===== config.mk =====
export PLATFORM = sky130hd
export DESIGN_NAME = ats21_cmd_issuer_flat
export DESIGN_NICKNAME = d
export VERILOG_FILES = /design/src/rtl/ats21_pkg.sv /design/src/rtl/ats21_cmd_issuer_if.sv /design/src/rtl/ats21_cmd_fifo.sv /design/src/rtl/ats21_cmd_issuer.sv /design/src/flat_wrapper.sv
export SDC_FILE = /design/constraint.sdc
export NUM_CORES = 1
export LEC_CHECK = 0
export ABC_AREA = 1
export BUFFER_PORTS_ARGS = -buffer_cell sky130_fd_sc_hd__buf_4
export CORE_ASPECT_RATIO = 1.2
export CORE_MARGIN = 3
export CORE_UTILIZATION = 45
export DETAILED_ROUTE_END_ITERATION = 8
export GPL_ROUTABILITY_DRIVEN = 0
export HOLD_SLACK_MARGIN = 0.05
export PLACE_DENSITY_LB_ADDON = 0.15
export RECOVER_POWER = 100
export SETUP_SLACK_MARGIN = 0.15
export SYNTH_ARGS = -nofsm -noshare
export SYNTH_HDL_FRONTEND = slang
export SYNTH_SLANG_ARGS = --single-unit

===== constraint.sdc =====
create_clock -name clk -period 11.05 [get_ports clk]
set_clock_uncertainty 0.1 [all_clocks]
set_input_delay 1.105 -clock clk [delete_from_list [all_inputs] [get_ports clk]]
set_output_delay 1.105 -clock clk [all_outputs]
set_load 0.005 [all_outputs]

===== src/rtl/ats21_pkg.sv =====
// ats21_pkg
//   Shared types for the ATS21 command issuer: command opcodes, the issuer
//   FSM state encoding, and the same-target conflict test applied to the two
//   FIFO heads before they are paired into one core transaction.
package ats21_pkg;

    typedef enum logic [2:0] {
        OP_NOP     = 3'b000,
        OP_SET_CLK = 3'b001,
        OP_EN_CLK  = 3'b010,
        OP_MODE    = 3'b011,
        OP_SET_ALM = 3'b100,
        OP_SET_TMR = 3'b101,
        OP_EN_ALM  = 3'b110
    } opcode_e;

    typedef enum logic [2:0] {
        ST_IDLE,
        ST_REQ,
        ST_WAIT_RDY,
        ST_ISSUE_HI,
        ST_ISSUE_LO,
        ST_WAIT_STAT,
        ST_RESP
    } issuer_state_e;

    // Two commands collide when they address the same core resource:
    // clock ops share a 4-bit target, timer/alarm ops (incl. 3'b111) a 5-bit
    // target, and MODE is a single global resource.
    function automatic logic targets_conflict(input logic [31:0] a, input logic [31:0] b);
        logic [2:0] op_a, op_b;
        logic       clk_a, clk_b, tmr_a, tmr_b, mode_both;
        op_a      = a[31:29];
        op_b      = b[31:29];
        clk_a     = (op_a == OP_SET_CLK) || (op_a == OP_EN_CLK);
        clk_b     = (op_b == OP_SET_CLK) || (op_b == OP_EN_CLK);
        tmr_a     = (op_a == OP_SET_TMR) || (op_a == OP_EN_ALM) || (op_a == 3'b111);
        tmr_b     = (op_b == OP_SET_TMR) || (op_b == OP_EN_ALM) || (op_b == 3'b111);
        mode_both = (op_a == OP_MODE) && (op_b == OP_MODE);
        return (clk_a && clk_b && (a[28:25] == b[28:25])) ||
               (tmr_a && tmr_b && (a[28:24] == b[28:24])) ||
               mode_both;
    endfunction

endpackage


===== src/rtl/ats21_cmd_issuer_if.sv =====
// ats21_cmd_issuer_if
//   Issuer <-> ATS21 timer core bus.
//   req    issuer->core  1-cycle request pulse
//   ready  core->issuer  core accepts the command halves
//   ctrlA  issuer->core  client A command half (hi then lo)
//   ctrlB  issuer->core  client B command half (hi then lo)
//   statA  core->issuer  status for A, bit0 = ack
//   statB  core->issuer  status for B, bit0 = ack
interface ats21_cmd_issuer_if;
    logic        req;
    logic        ready;
    logic [15:0] ctrlA;
    logic [15:0] ctrlB;
    logic [1:0]  statA;
    logic [1:0]  statB;

    modport master (output req, ctrlA, ctrlB, input ready, statA, statB);
    modport slave  (input req, ctrlA, ctrlB, output ready, statA, statB);
endinterface


===== src/rtl/ats21_cmd_fifo.sv =====
// ats21_cmd_fifo
//   32-bit synchronous FIFO, DEPTH entries (power of 2, >= 2).
//   clk, reset (async, active-high), push/din write, pop advances the head,
//   dout = current head, full/empty flags registered from the entry count.
//   Push and pop in the same cycle leave the count unchanged.
module ats21_cmd_fifo #(
    parameter int unsigned DEPTH = 4
) (
    input  logic        clk,
    input  logic        reset,
    input  logic        push,
    input  logic [31:0] din,
    input  logic        pop,
    output logic [31:0] dout,
    output logic        full,
    output logic        empty
);
    localparam int unsigned AW = $clog2(DEPTH);
    localparam logic [AW-1:0] PTR_ONE = AW'(1);
    localparam logic [AW:0]   CNT_ONE = (AW + 1)'(1);
    localparam logic [AW:0]   CNT_MAX = (AW + 1)'(DEPTH);

    logic [31:0]   mem [DEPTH];
    logic [AW-1:0] wr_ptr, rd_ptr;
    logic [AW:0]   count;

    always_ff @(posedge clk or posedge reset) begin
        if (reset) begin
            wr_ptr <= '0;
            rd_ptr <= '0;
            count  <= '0;
        end else begin
            if (push) wr_ptr <= wr_ptr + PTR_ONE;
            if (pop)  rd_ptr <= rd_ptr + PTR_ONE;
            unique case ({push, pop})
                2'b10:   count <= count + CNT_ONE;
                2'b01:   count <= count - CNT_ONE;
                default: ;
            endcase
        end
    end

    always_ff @(posedge clk) begin
        if (push) mem[wr_ptr] <= din;
    end

    assign dout  = mem[rd_ptr];
    assign full  = (count == CNT_MAX);
    assign empty = (count == '0);
endmodule


===== src/rtl/ats21_cmd_issuer.sv =====
// ats21_cmd_issuer
//   Pairs the heads of two per-client command FIFOs into one ATS21 core
//   transaction (req, ready wait, hi/lo halves, status sample) and returns a
//   per-client ack/nack/timeout response. Same-target A/B pairs are split:
//   the priority side goes first and the priority flips.
//   clk, reset           clock, async active-high reset
//   a_/b_cmd_valid/cmd/ready   client command push (NOP opcodes dropped)
//   a_/b_rsp_valid/ack/tmo     1-cycle response per issued command
//   core                 bus to the timer core (master side)
//   busy                 FSM not idle
module ats21_cmd_issuer
    import ats21_pkg::*;
#(
    parameter int unsigned FIFO_DEPTH  = 4,
    parameter int unsigned STAT_DELAY  = 3,
    parameter int unsigned RDY_TIMEOUT = 16
) (
    input  logic        clk,
    input  logic        reset,
    input  logic        a_cmd_valid,
    input  logic [31:0] a_cmd,
    output logic        a_cmd_ready,
    input  logic        b_cmd_valid,
    input  logic [31:0] b_cmd,
    output logic        b_cmd_ready,
    output logic        a_rsp_valid,
    output logic        a_rsp_ack,
    output logic        a_rsp_tmo,
    output logic        b_rsp_valid,
    output logic        b_rsp_ack,
    output logic        b_rsp_tmo,
    ats21_cmd_issuer_if.master core,
    output logic        busy
);
    localparam logic [7:0] TMO_LAST  = 8'(RDY_TIMEOUT - 1);
    localparam logic [7:0] STAT_LAST = 8'(STAT_DELAY - 1);

    issuer_state_e state;
    logic [7:0]    cnt;
    logic          prio_b;
    logic [31:0]   slot_a, slot_b;
    logic          slot_a_vld, slot_b_vld;
    logic [31:0]   a_head, b_head;
    logic          a_full, a_empty, b_full, b_empty;
    logic          a_push, b_push, a_pop, b_pop;
    logic          conflict, take_a, take_b, rdy_expire;
    logic          unused_stat;

    assign a_cmd_ready = !a_full;
    assign b_cmd_ready = !b_full;
    assign a_push      = a_cmd_valid && !a_full && (a_cmd[31:29] != OP_NOP);
    assign b_push      = b_cmd_valid && !b_full && (b_cmd[31:29] != OP_NOP);
    assign unused_stat = core.statA[1] ^ core.statB[1];

    ats21_cmd_fifo #(.DEPTH(FIFO_DEPTH)) u_fifo_a (
        .clk(clk), .reset(reset), .push(a_push), .din(a_cmd), .pop(a_pop),
        .dout(a_head), .full(a_full), .empty(a_empty)
    );

    ats21_cmd_fifo #(.DEPTH(FIFO_DEPTH)) u_fifo_b (
        .clk(clk), .reset(reset), .push(b_push), .din(b_cmd), .pop(b_pop),
        .dout(b_head), .full(b_full), .empty(b_empty)
    );

    // Heads stay in the FIFO until the transaction is committed (LO half) or
    // abandoned on ready timeout; a losing conflict side simply stays queued.
    always_comb begin
        rdy_expire = (state == ST_WAIT_RDY) && !core.ready && (cnt == TMO_LAST);
        a_pop      = slot_a_vld && ((state == ST_ISSUE_LO) || rdy_expire);
        b_pop      = slot_b_vld && ((state == ST_ISSUE_LO) || rdy_expire);
        conflict   = !a_empty && !b_empty && targets_conflict(a_head, b_head);
        take_a     = !a_empty && !(conflict && prio_b);
        take_b     = !b_empty && !(conflict && !prio_b);
    end

    always_ff @(posedge clk or posedge reset) begin
        if (reset) begin
            state       <= ST_IDLE;
            cnt         <= '0;
            prio_b      <= 1'b0;
            slot_a      <= '0;
            slot_b      <= '0;
            slot_a_vld  <= 1'b0;
            slot_b_vld  <= 1'b0;
            core.req    <= 1'b0;
            core.ctrlA  <= '0;
            core.ctrlB  <= '0;
            a_rsp_valid <= 1'b0;
            a_rsp_ack   <= 1'b0;
            a_rsp_tmo   <= 1'b0;
            b_rsp_valid <= 1'b0;
            b_rsp_ack   <= 1'b0;
            b_rsp_tmo   <= 1'b0;
            busy        <= 1'b0;
        end else begin
            core.req    <= 1'b0;
            core.ctrlA  <= '0;
            core.ctrlB  <= '0;
            a_rsp_valid <= 1'b0;
            a_rsp_ack   <= 1'b0;
            a_rsp_tmo   <= 1'b0;
            b_rsp_valid <= 1'b0;
            b_rsp_ack   <= 1'b0;
            b_rsp_tmo   <= 1'b0;
            unique case (state)
                ST_IDLE: begin
                    if (!a_empty || !b_empty) begin
                        state      <= ST_REQ;
                        core.req   <= 1'b1;
                        busy       <= 1'b1;
                        slot_a     <= take_a ? a_head : '0;
                        slot_b     <= take_b ? b_head : '0;
                        slot_a_vld <= take_a;
                        slot_b_vld <= take_b;
                        if (conflict) prio_b <= !prio_b;
                    end
                end
                ST_REQ: begin
                    state <= ST_WAIT_RDY;
                    cnt   <= '0;
                end
                ST_WAIT_RDY: begin
                    if (core.ready) begin
                        state      <= ST_ISSUE_HI;
                        core.ctrlA <= slot_a[31:16];
                        core.ctrlB <= slot_b[31:16];
                    end else if (rdy_expire) begin
                        state       <= ST_RESP;
                        a_rsp_valid <= slot_a_vld;
                        a_rsp_tmo   <= slot_a_vld;
                        b_rsp_valid <= slot_b_vld;
                        b_rsp_tmo   <= slot_b_vld;
                    end else begin
                        cnt <= cnt + 8'd1;
                    end
                end
                ST_ISSUE_HI: begin
                    state      <= ST_ISSUE_LO;
                    core.ctrlA <= slot_a[15:0];
                    core.ctrlB <= slot_b[15:0];
                end
                ST_ISSUE_LO: begin
                    state <= ST_WAIT_STAT;
                    cnt   <= '0;
                end
                ST_WAIT_STAT: begin
                    if (cnt == STAT_LAST) begin
                        state       <= ST_RESP;
                        a_rsp_valid <= slot_a_vld;
                        a_rsp_ack   <= slot_a_vld && core.statA[0];
                        b_rsp_valid <= slot_b_vld;
                        b_rsp_ack   <= slot_b_vld && core.statB[0];
                    end else begin
                        cnt <= cnt + 8'd1;
                    end
                end
                ST_RESP: begin
                    state <= ST_IDLE;
                    busy  <= 1'b0;
                end
                default: begin
                    state <= ST_IDLE;
                    busy  <= 1'b0;
                end
            endcase
        end
    end
endmodule


===== src/flat_wrapper.sv =====
// flat-port wrapper written by rule: the top's interface ports become plain ports
module ats21_cmd_issuer_flat import ats21_pkg::*;
#(
    parameter int unsigned FIFO_DEPTH  = 4,
    parameter int unsigned STAT_DELAY  = 3,
    parameter int unsigned RDY_TIMEOUT = 16
)
  (clk, reset, a_cmd_valid, a_cmd, a_cmd_ready, b_cmd_valid, b_cmd, b_cmd_ready, a_rsp_valid, a_rsp_ack, a_rsp_tmo, b_rsp_valid, b_rsp_ack, b_rsp_tmo, busy, core_req, core_ctrlA, core_ctrlB, core_ready, core_statA, core_statB);
  ats21_cmd_issuer_if core_i ();
  input  logic clk;
  input  logic reset;
  input  logic a_cmd_valid;
  input  logic [31:0] a_cmd;
  output logic a_cmd_ready;
  input  logic b_cmd_valid;
  input  logic [31:0] b_cmd;
  output logic b_cmd_ready;
  output logic a_rsp_valid;
  output logic a_rsp_ack;
  output logic a_rsp_tmo;
  output logic b_rsp_valid;
  output logic b_rsp_ack;
  output logic b_rsp_tmo;
  output logic busy;
  output wire logic [$bits(core_i.req)-1:0] core_req;
  output wire logic [$bits(core_i.ctrlA)-1:0] core_ctrlA;
  output wire logic [$bits(core_i.ctrlB)-1:0] core_ctrlB;
  input wire logic [$bits(core_i.ready)-1:0] core_ready;
  input wire logic [$bits(core_i.statA)-1:0] core_statA;
  input wire logic [$bits(core_i.statB)-1:0] core_statB;
  assign core_req = core_i.req;
  assign core_ctrlA = core_i.ctrlA;
  assign core_ctrlB = core_i.ctrlB;
  assign core_i.ready = core_ready;
  assign core_i.statA = core_statA;
  assign core_i.statB = core_statB;
  ats21_cmd_issuer #(.FIFO_DEPTH(FIFO_DEPTH), .STAT_DELAY(STAT_DELAY), .RDY_TIMEOUT(RDY_TIMEOUT)) u_core (.clk(clk), .reset(reset), .a_cmd_valid(a_cmd_valid), .a_cmd(a_cmd), .a_cmd_ready(a_cmd_ready), .b_cmd_valid(b_cmd_valid), .b_cmd(b_cmd), .b_cmd_ready(b_cmd_ready), .a_rsp_valid(a_rsp_valid), .a_rsp_ack(a_rsp_ack), .a_rsp_tmo(a_rsp_tmo), .b_rsp_valid(b_rsp_valid), .b_rsp_ack(b_rsp_ack), .b_rsp_tmo(b_rsp_tmo), .core(core_i), .busy(busy));
endmodule

==> out/metrics.csv <==
stage;metric;value;unit
synthesis;ys_types;32;
pwr;vdd_drop_max;0.000139;V
cts;cts.htree.levels;2;
setup_path;critPathMaxFanout;69;
setup_path;cp.required;10740;ps
timing;fmax;0.168;GHz
timing;setup_tns;0;ps
floorplanning;die_w;175;um
cts;cts-root-buf;clkbuf_16;
floorplanning;die_h;209;um
timing;min_period;5960;ps
synthesis;ys_top_cells_by_count;nand2_1, edfxtp_1, nor2_1;
run;max_cap_violations;14;
floorplanning;fp.coreArea;33500;um2
cts;post-cts-setup-buffers;0;
setup_path;r2r_cells;9;
global_route;antenna_found_initial;3;
global_route;first_global_vias;10300;
route;drc;0;
route;vias;10200;
global_route;grt_start_max_net_pins;70;
timing;slew_violations;535;
place;hpwl;20800;um
global_route;use_met2;35.1;%
cells_and_area;nets;1566;
route;routed_wirelength;35300;um
timing;rsz0062_at_grt;no;
synthesis;synthFlopType;edfxtp_1;
pwr;p_leak;7.21;nW
worst_hold_path;min_path_cells;2;
setup_path;regToRegStartpoint;u_core.u_fifo_b.rd_ptr[0];
floorplanning;io_pins;115;
setup_path;crit_type;in -> async;
cts;clkLatencyLatePin;540;ps
place;port_buffers;112;
cts;clock_path_buffers;3;
floorplanning;die-area;36600;um2
place;placed_area;16800;um2
cts;numCtsBuffers;39;
cts;cts_resized;0;
synthesis;synth_nets;1463;
timing;worstMarginPinSlew;3670;ps
timing;slew_headroom;-145;%
timing;hold_viol;0;
route;drt_iter0_markers;706;
synthesis;netlist_area;15500;um2
synthesis;yosysTopAreaCellShare;49.7;%
cells_and_area;nFillCells;2987;
timing;setup_viol;0;
setup_path;cp.arrival;5650;ps
global_route;grt_pass1_wl;55900;um
synthesis;synthCells;1376;
synthesis;ys_seq_elements;388;
floorplanning;rows;73;
worst_hold_path;hp-start;u_core.slot_b[19];
cells_and_area;design_area;17700;um2
worst_hold_path;min_to;u_core.core.ctrlB[3];
synthesis;yosys_warnings;0;
synthesis;synth_edf_count;256;
synthesis;seq_area_frac_synth;71.0;%
route;wire_per_inst;18.0;um
worst_hold_path;worstHoldPathType;reg -> reg;
setup_path;endpoint_kind;asynchronous set/reset pin;
synthesis;synthTopCellsByArea;edfxtp_1, dfrtp_1, nand2_1;
global_route;grt_use_met1;23.9;%
cells_and_area;synthToLayoutAreaGrowth;14.1;%
synthesis;synth.most_common_cell;nand2_1;
global_route;use_met3;3.14;%
outcome;failed_checks;capacitance limit, slew limit;
global_route;overflow;0;
floorplanning;start_util;46.1;%
synthesis;yosys.area.top_type;edfxtp_1;
synthesis;avgSynthCellArea;11.2;um2
cts;cts.clk_slew.worst_paths;60;ps
setup_path;r2r_slack;5940;ps
cts;cts_tree;yes;
synthesis;async_flop_share;34.0;%
global_route;grt.total_usage;19.4;%
setup_path;timing.rr.end;u_core.slot_a[12];
outcome;outcome;finished, violations left;
route;ant_nets;0;
setup_path;start_kind;input pin;
global_route;busiest_layer;met2;
cts;numClockSinks;388;
timing;finalCritPeriodShare;54.0;%
route;dr.pass1.iters;5;
cts;cts_hold_buffers;0;
pwr;power_per_cell_area;277;nW/um2
cells_and_area;drive_gt1_share;8.81;%
route;avgViaCountPerCell;5.18;
==> layout by cell type, fill, tap and decap left out, types with 4 or more instances in the layout <==
cell / netlist / layout
nand3_1: 135 / 137
inv_2: 6 / 5
buf_4: 3 / 13
nor2_2: 1 / 11
clkbuf_16: 0 / 40
nor2_1: 137 / 126
clkbuf_1: 51 / 93
ha_1: 12 / 12
dfrtp_1: 132 / 129
nor3_1: 6 / 6
a21oi_1: 7 / 8
nand4_1: 4 / 4
xor2_1: 7 / 7
xnor2_1: 4 / 4
o21ai_0: 114 / 117
nand2_1: 351 / 351
inv_1: 63 / 63
clkinv_2: 0 / 9
o22ai_1: 49 / 49
clkbuf_8: 0 / 7
edfxtp_1: 256 / 256
clkbuf_4: 0 / 36
==> worst max-delay path: stages <==
cell and delay, ps:
clkbuf_4 110, clkinvlp_2 1650, clkbuf_1 2700
==> power breakdown <==
| part | switching [mW] | internal [mW] |
|---|---|---|
| logic | 1.11 | 0.453 |
| clock network | 0.527 | 0.715 |
| registers | 0.139 | 1.94 |
| total | 1.78 | 3.11 |
==> flip-flops by register name, indices dropped and copies added, names as in the netlist, 2 cells and up <==
register / flops
u_core.u_fifo_a.mem: 128
u_core.u_fifo_b.mem: 128
u_core.slot_a: 32
u_core.slot_b: 32
u_core.core.ctrlA: 16
u_core.core.ctrlB: 16
u_core.cnt: 8
u_core.state: 3
u_core.u_fifo_a.count: 3
u_core.u_fifo_b.count: 3
u_core.u_fifo_a.rd_ptr: 2
u_core.u_fifo_a.wr_ptr: 2
u_core.u_fifo_b.rd_ptr: 2
u_core.u_fifo_b.wr_ptr: 2
==> layer usage <==
metal  vias to the layer above  share of wire [%]
li1                       4917                  -
met1                      4940                 41
met2                       240                 51
met3                        57                4.8
met5                         -              0.037
met4                         2                2.7
==> logic make-up after synthesis <==
kind of cell | share of synthesized area (%)
XOR/XNOR | 0.623
AND/OR/NAND/NOR | 17.0
AO/OA/AOI/OAI | 6.45
buffers and inverters | 3.65
flip-flops | 71.0
adder cells (fa/ha/maj) | 1.23
==> stage by stage <==
| stage | total power, mW | utilization, % | hold WS, ps | setup slack, ps | std cells |
|---|---|---|---|---|---|
| 2_1_floorplan | 3.19 | - | 342 | 6320 | 1376 |
| 3_3_place_gp | 3.69 | 50.0 | 356 | 7130 | 1888 |
| 3_5_place_dp | 3.73 | 50.0 | 360 | 7050 | 1888 |
| 4_1_cts | 4.98 | 53.7 | 377 | 7060 | 1960 |
| 5_1_grt | 5.23 | 52.7 | 397 | 4040 | 1962 |
| 6_report | 4.89 | 52.7 | 377 | 5090 | 1962 |
==> layout make-up <==
class                      instances  area [um2]  share of cell area (%)
clock inverter                    16        95.1                   0.539
tap                              450         563                    3.19
multi-input combinational        848        3930                    22.2
inverter                          69         260                    1.47
clock buffer                      56        1130                    6.41
sequential                       388       11000                    62.3
timing repair buffer             133         683                    3.87
antenna                            2        5.00                  0.0283
==> worst max path at each step <==
stage / to / start / cells past startpoint
floorplan: u_core.a_rsp_ack / reset / 1
global placement: u_core.slot_a[30] / u_core.u_fifo_b.rd_ptr[0] / 9
detailed placement: u_core.slot_a[30] / u_core.u_fifo_b.rd_ptr[0] / 9
CTS: u_core.slot_a[30] / u_core.u_fifo_b.rd_ptr[0] / 9
global route: u_core.core.ctrlA[12] / reset / 3
finish: u_core.core.ctrlB[10] / reset / 3
Power figures use the tool's default switching activity.
